--- src/rtl/ram_stream_seq.sv ---
// Flow-controlled front end for a single-port, async-read RAM: a fill stream is written to
// consecutive addresses from 0 and the same region can be read back as an output stream.
module ram_stream_seq #(
    parameter int DATA_W = 8,
    parameter int ADDR_W = 10,
    parameter int DEPTH  = 1024
) (
    input  logic              Clk,
    input  logic              Rst,
    input  logic              start_wr_i,
    input  logic              start_rd_i,
    input  logic [ADDR_W:0]   len_i,
    input  logic [DATA_W-1:0] in_data_i,
    input  logic              in_valid_i,
    output logic              in_ready_o,
    output logic [DATA_W-1:0] out_data_o,
    output logic              out_valid_o,
    input  logic              out_ready_i,
    output logic              busy_o,
    output logic              done_o,
    output logic [ADDR_W-1:0] ram_addr_o,
    output logic [DATA_W-1:0] ram_data_o,
    output logic              ram_wen_o,
    input  logic [DATA_W-1:0] ram_data_i
);

    // state      | meaning
    // S_IDLE     | waiting for a start request
    // S_WR_WAIT  | fill: ready for the next byte
    // S_WR_PULSE | fill: write enable high for exactly one cycle
    // S_WR_GAP   | fill: address/data held, pointer advances
    // S_RD_ADDR  | dump: present pointer on the RAM address
    // S_RD_CAP   | dump: capture the RAM read data
    // S_RD_OUT   | dump: hold the word until the consumer takes it
    // S_DONE     | one-cycle completion pulse
    typedef enum logic [2:0] {
        S_IDLE, S_WR_WAIT, S_WR_PULSE, S_WR_GAP, S_RD_ADDR, S_RD_CAP, S_RD_OUT, S_DONE
    } state_t;

    localparam logic [ADDR_W:0] DEPTH_C = (ADDR_W+1)'(DEPTH);

    state_t            state, state_d;
    logic [ADDR_W:0]   ptr, ptr_d, cnt, cnt_d, ptr_inc, len_clamp;
    logic [ADDR_W-1:0] addr_d;
    logic [DATA_W-1:0] data_d, odata_d;
    logic              wen_d, ovalid_d;

    assign ptr_inc   = ptr + {{ADDR_W{1'b0}}, 1'b1};
    assign len_clamp = (len_i > DEPTH_C) ? DEPTH_C : len_i;

    assign in_ready_o = (state == S_WR_WAIT);
    assign busy_o     = (state != S_IDLE);
    assign done_o     = (state == S_DONE);

    always_comb begin
        state_d  = state;
        ptr_d    = ptr;
        cnt_d    = cnt;
        addr_d   = ram_addr_o;
        data_d   = ram_data_o;
        wen_d    = 1'b0;
        odata_d  = out_data_o;
        ovalid_d = out_valid_o;
        case (state)
            S_IDLE: begin
                if (start_wr_i || start_rd_i) begin
                    cnt_d = len_clamp;
                    ptr_d = '0;
                    // A zero-length request completes without touching RAM or streams.
                    if (len_i == '0)
                        state_d = S_DONE;
                    else if (start_wr_i)
                        state_d = S_WR_WAIT;
                    else
                        state_d = S_RD_ADDR;
                end
            end
            S_WR_WAIT: begin
                if (in_valid_i) begin
                    addr_d  = ptr[ADDR_W-1:0];
                    data_d  = in_data_i;
                    wen_d   = 1'b1;
                    state_d = S_WR_PULSE;
                end
            end
            S_WR_PULSE: state_d = S_WR_GAP;
            S_WR_GAP: begin
                ptr_d   = ptr_inc;
                state_d = (ptr_inc == cnt) ? S_DONE : S_WR_WAIT;
            end
            S_RD_ADDR: begin
                addr_d  = ptr[ADDR_W-1:0];
                state_d = S_RD_CAP;
            end
            S_RD_CAP: begin
                odata_d  = ram_data_i;
                ovalid_d = 1'b1;
                state_d  = S_RD_OUT;
            end
            S_RD_OUT: begin
                if (out_ready_i) begin
                    ovalid_d = 1'b0;
                    ptr_d    = ptr_inc;
                    state_d  = (ptr_inc == cnt) ? S_DONE : S_RD_ADDR;
                end
            end
            S_DONE:  state_d = S_IDLE;
            default: state_d = S_IDLE;
        endcase
    end

    always_ff @(posedge Clk) begin
        if (Rst) begin
            state       <= S_IDLE;
            ptr         <= '0;
            cnt         <= '0;
            ram_addr_o  <= '0;
            ram_data_o  <= '0;
            ram_wen_o   <= 1'b0;
            out_data_o  <= '0;
            out_valid_o <= 1'b0;
        end else begin
            state       <= state_d;
            ptr         <= ptr_d;
            cnt         <= cnt_d;
            ram_addr_o  <= addr_d;
            ram_data_o  <= data_d;
            ram_wen_o   <= wen_d;
            out_data_o  <= odata_d;
            out_valid_o <= ovalid_d;
        end
    end

endmodule

--- config.mk ---
export PLATFORM = sky130hd
export DESIGN_NAME = ram_stream_seq
export DESIGN_NICKNAME = d
export VERILOG_FILES = /design/src/rtl/ram_stream_seq.sv
export SDC_FILE = /design/constraint.sdc
export NUM_CORES = 1
export LEC_CHECK = 0
export BUFFER_PORTS_ARGS = -buffer_cell sky130_fd_sc_hd__buf_2
export CORE_AREA = 2 2 78 80
export DETAILED_ROUTE_END_ITERATION = 12
export DIE_AREA = 0 0 80 82
export GPL_TIMING_DRIVEN = 0
export PLACE_DENSITY = 0.73
export SKIP_LAST_GASP = 1
export SYNTH_ARGS = -nofsm -noshare
export SYNTH_HDL_FRONTEND = slang
export SYNTH_SLANG_ARGS = --single-unit
--- constraint.sdc ---
create_clock -name Clk -period 2.35 [get_ports Clk]
set_clock_uncertainty 0.1 [all_clocks]
set_input_delay 0.235 -clock Clk [delete_from_list [all_inputs] [get_ports Clk]]
set_output_delay 0.235 -clock Clk [all_outputs]
set_load 0.005 [all_outputs]
Yosys cells after proc, flatten, opt, wreduce, memory -nomap -nowiden:

Cells that the tools add are included.
W data, S select, Z words.

* word-level logic and storage cells: 53
* register bits after elaboration: 53
* bits of input ports: 33

* muxes and demuxes: 17
* equal/unequal tests: 11
* add/subtract/negate cells: 1
* bitwise gates (word level): 1
* $lt $le $gt $ge: 1
* reductions and logical operators: 14

Operators by type and width (number)
* $mux W11: 3
* $pmux W11 S3: 1
* $pmux W3 S8: 1
* $pmux W10 S2: 1
* $mux W3: 6
* $eq A3 B3 Y1 const B: 4
* $add A11 B1 Y11 const B: 1
* $eq A11 B11 Y1: 1
* $gt A11 B11 Y1 const B: 1
* $logic_not A11 Y1: 1
* $mux W10: 1
* $reduce_and A2 Y1: 4
* $eq A3 B2 Y1 const B: 2
* $ne A2 B2 Y1 const B: 3
* $reduce_and A3 Y1: 2
* $reduce_bool A3 Y1: 2
* $reduce_bool A2 Y1: 2
* $eq A3 B1 Y1 const B: 1
* $logic_not A3 Y1: 1
* $mux W1: 2
* $mux W2: 1
* $pmux W1 S2: 1
* $reduce_or A2 Y1: 1
* $logic_or A1 B1 Y1: 1
* $not A1 Y1: 1

Depth between registers and ports, before layout:

* depth in word-level cells: 5
* depth in mapped cells: 8
* mapped depth without buffers: 8

Least setup slack after synthesis:

Ideal clock, no wire load.

* path type: flip-flop to flip-flop
* from: register ptr[0]
* to: register state[2]
* library setup time: 79 ps
* stages on the path, launching flop included: 9
* buffers on the path: 0
* arrival: 2034 ps
* period minus slack after synthesis: 2213 ps
* setup slack: 137 ps
* cell sequence: dfxtp_1 > ha_1 > nand3_2 > or3_1 > nand3_1 > o211ai_1 > a2111oi_4 > nand4_1 > a211oi_2

* cells in the longest elaborated chain, start to end: 4

Ends and longest elaborated chain
* start, declared: RTL line 43 `logic [ADDR_W:0] ptr, ptr_d, cnt, cnt_d, ptr_inc, len_clamp;`
* start signal, assigned: RTL line 124 `ptr <= ptr_d;`
* $add A11 B1 Y11: RTL line 48 `assign ptr_inc = ptr + {{ADDR_W{1'b0}}, 1'b1};`
* $eq A11 B11 Y1: RTL line 89 `state_d = (ptr_inc == cnt) ? S_DONE : S_WR_WAIT;`
* $mux W3: RTL line 89
* $pmux W3 S8: RTL line 64 `case (state)`
* end signal, assigned: RTL line 123 `state <= state_d;`
* end, declared: RTL line 42 `state_t state, state_d;`

No other way between the ends.
A chain may end at the register's enable or synchronous reset.

Worst setup path in the final report:

* from: register ptr[0]
* to: register state[0]

* cells in the longest elaborated chain, start to end: 5

Ends and longest elaborated chain
* $add A11 B1 Y11: RTL line 48
* $eq A11 B11 Y1: RTL line 104 `state_d = (ptr_inc == cnt) ? S_DONE : S_RD_ADDR;`
* $mux W2: RTL line 104
* $mux W3: RTL line 101 `if (out_ready_i) begin`
* $pmux W3 S8: RTL line 64

No other way between the ends. The select of a mux whose other input is x is not followed.

==> impl_metrics.py <==
metrics = {
    "timing": {
        "finalSetupViolations": 0,
        "finalHoldViolCount": 0,
        "relSlewSlack": 0.512,
        "setup_slack_ns": 0.0582,
        "timing.final.crit_share": 0.975,
        "drv_slew": 0,
        "setup_tns_ns": 0,
        "max_freq_ghz": 0.436,
        "fin_crit_ns": 2.29,
        "max_slew.worst_pin.slew_ns": 0.730,
    },
    "worst_hold_path": {
        "holdPathStages": 3,
        "hold_class": "primary input to flip-flop",
    },
    "logic_synthesis": {
        "synth.distinct_cells": 45,
        "synth_cells": 331,
        "async_flop_share": 0,
        "yosysWarnings": 0,
        "synth_nets": 365,
        "ys_seq_elements": 53,
        "ys_seq_area_frac": 0.402,
        "syn_area_per_cell_um2": 7.98,
        "syn_area_um2": 2640,
        "synth_ff_type": "dfxtp_1",
        "synth_edf_count": 0,
    },
    "cells_and_area": {
        "regArea_um2": 1070,
        "drive_above_1_share": 0.233,
        "finalInstanceArea_um2": 3220,
        "final_common_cell": "buf_2",
        "antenna_cells": 0,
        "postLayoutCoreUtil": 0.561,
        "final_cell_mix": "buf_2, dfxtp_1, nor2_1, a21oi_1, nand2_1",
        "nFillCells": 549,
        "nNetsFinal": 433,
        "multiInputGateArea_um2": 1500,
        "areaGrowthSynthToFinish_pct": 22.0,
    },
    "global_routing": {
        "first_global_vias": 2277,
        "grt_antenna_before_repair": 0,
        "grt_overflow_total": 0,
        "grt.total_usage": 0.203,
        "grt_first_pass_wirelength_mm": 10.6,
        "grt_max_degree": 17,
    },
    "placed_design": {
        "dpl_cell_area_um2": 3040,
        "gp_congestion": 0.865,
        "hpwl_mm": 4.62,
        "preCtsSetupSlack_ns": -0.212,
        "io_buffers": 61,
    },
    "clock_network": {
        "clock_path_buffers": 2,
        "cts_tree": "done",
        "cts-htree-levels": 2,
        "cts_buffers": 5,
        "clkLatencyLatePin_ns": 0.31,
        "cts_sinks": 53,
        "clk_pin_slew_ns": 0.09,
        "cts_root_buf": "clkbuf_8",
    },
    "power": {
        "power_density_nw_per_um2": 883,
        "p_total_mw": 2.85,
        "ir_drop_mv": 0.631,
        "p_leak_nw": 1.26,
    },
    "detailed_routing": {
        "post-route-drc-count": 0,
        "postRouteAntennaNets": 0,
        "wl_per_cell_um": 13.5,
        "detail_route.vias_per_cell": 5.32,
        "dr.pass1.iters": 4,
        "drt_wl_total_mm": 6.41,
        "via_count": 2525,
        "first_iter_violations": 200,
    },
    "setup_path": {
        "cp.arrival_ns": 2.40,
        "cp-end-kind": "flip-flop",
        "start_kind": "flip-flop",
        "path_max_fanout": 7,
        "rr_worst_depth": 8,
        "cp.required_ns": 2.46,
        "critical_path_class": "flip-flop to flip-flop",
    },
    "job": {
        "maxCapViolations": 0,
    },
    "floorplanning": {
        "die_area_um2": 6560,
        "die-height_um": 82,
        "start_util": 0.460,
        "row_count": 28,
        "core_um2": 5750,
        "top_level_ports": 64,
        "die_x_um": 80,
    },
    "run_status": {
        "status": "finished clean",
    },
}
[critical path, stage by stage, from the launching register on]
cell	delay [ns]
dfxtp_4	0.39
ha_4	0.19
nand3_2	0.13
xnor2_1	0.15
o32ai_1	0.26
a21oi_1	0.15
a2111oi_4	0.42
a21oi_1	0.12
nor4_1	0.28
[sequential cells by signal (all words and copies together), names as in the netlist]
name         flops
cnt             11
ptr             11
ram_addr_o      10
out_data_o       8
ram_data_o       8
state            3
out_valid_o      1
ram_wen_o        1
[cell families after synthesis]
kind of cell / Yosys count / synth area share
flip-flops: 53 / 0.402
buffers and inverters: 25 / 0.0421
XOR/XNOR: 14 / 0.0535
AND/OR/NAND/NOR: 156 / 0.290
AO/OA/AOI/OAI: 70 / 0.162
multiplexers: 12 / 0.0459
adder cells (fa/ha/maj): 1 / 0.00473
[layout make-up]
| type | instances | share of cell area |
|---|---|---|
| plain buffers | 21 | 0.0299 |
| clock inverters | 3 | 0.0202 |
| well taps | 75 | 0.0291 |
| flip-flops and latches | 53 | 0.332 |
| inverters | 2 | 0.00233 |
| clock buffers | 5 | 0.0213 |
| repair buffers | 63 | 0.0993 |
| multi-input cells | 253 | 0.466 |
[stage by stage]
| stage | hold WS, ns | instances |
|---|---|---|
| floorplan | 0.271 | 331 |
| global placement | 0.340 | 467 |
| detailed placement | 0.345 | 467 |
| CTS | 0.0475 | 474 |
| global route | 0.0408 | 475 |
| finish | 0.0478 | 475 |
[Yosys cell counts (all sizes together) (2+ instances only)]
| master | number | area [µm²] |
|---|---|---|
| a21o | 2 | 15.0 |
| a21oi | 43 | 215 |
| a22oi | 4 | 30.0 |
| a311oi | 3 | 26.3 |
| and3 | 4 | 30.0 |
| buf | 5 | 36.3 |
| clkbuf | 18 | 67.6 |
| dfxtp | 53 | 1060 |
| inv | 2 | 7.51 |
| mux2i | 11 | 110 |
| nand2 | 40 | 150 |
| nand2b | 2 | 12.5 |
| nand3 | 20 | 128 |
| nand4 | 4 | 25.0 |
| nor2 | 50 | 190 |
| nor2b | 5 | 31.3 |
| nor3 | 9 | 45.0 |
| nor3b | 9 | 67.6 |
| nor4 | 6 | 37.5 |
| o211ai | 3 | 22.5 |
| o21ai | 8 | 40.0 |
| o32ai | 2 | 17.5 |
| or3 | 2 | 12.5 |
| xnor2 | 10 | 87.6 |
| xor2 | 4 | 53.8 |
[routing by layer]
layer,global-route usage,up-vias,routed length [µm]
li1,-,1295,-
met1,0.275,1155,2900
met2,0.316,71,3120
met3,0.0385,4,315
met4,0.0864,0,76
met5,0,-,0
[where the power goes]
group	leakage (nW)	internal, mW	total [mW]	switching, mW
clock network	0.0681	0.423	0.730	0.307
logic	0.757	0.400	1.05	0.650
registers	0.431	0.994	1.07	0.0738
[timing repair]
| item | 4_1_cts | 5_1_grt |
|---|---|---|
| pin swaps | 0 | 4 |
| hold buffers | 0 | 0 |
| buffers inserted | 0 | 2 |
| setup endpoints to repair | 3 | 3 |
| gates cloned | 0 | 0 |
| gates resized for setup | 4 | 6 |
[path summary, 6_finish.rpt]
| path | slack, ns | from | to |
|---|---|---|---|
| hold / removal | 0.05 | in_data_i[7] | ram_data_o[7] |
| hold reg to reg | 0.36 | out_data_o[5] | out_data_o[5] |
| setup / recovery | 0.06 | ptr[0] | state[0] |
| setup reg to reg | 0.06 | ptr[0] | state[0] |
No activity file was read; power rests on OpenSTA's default activity.
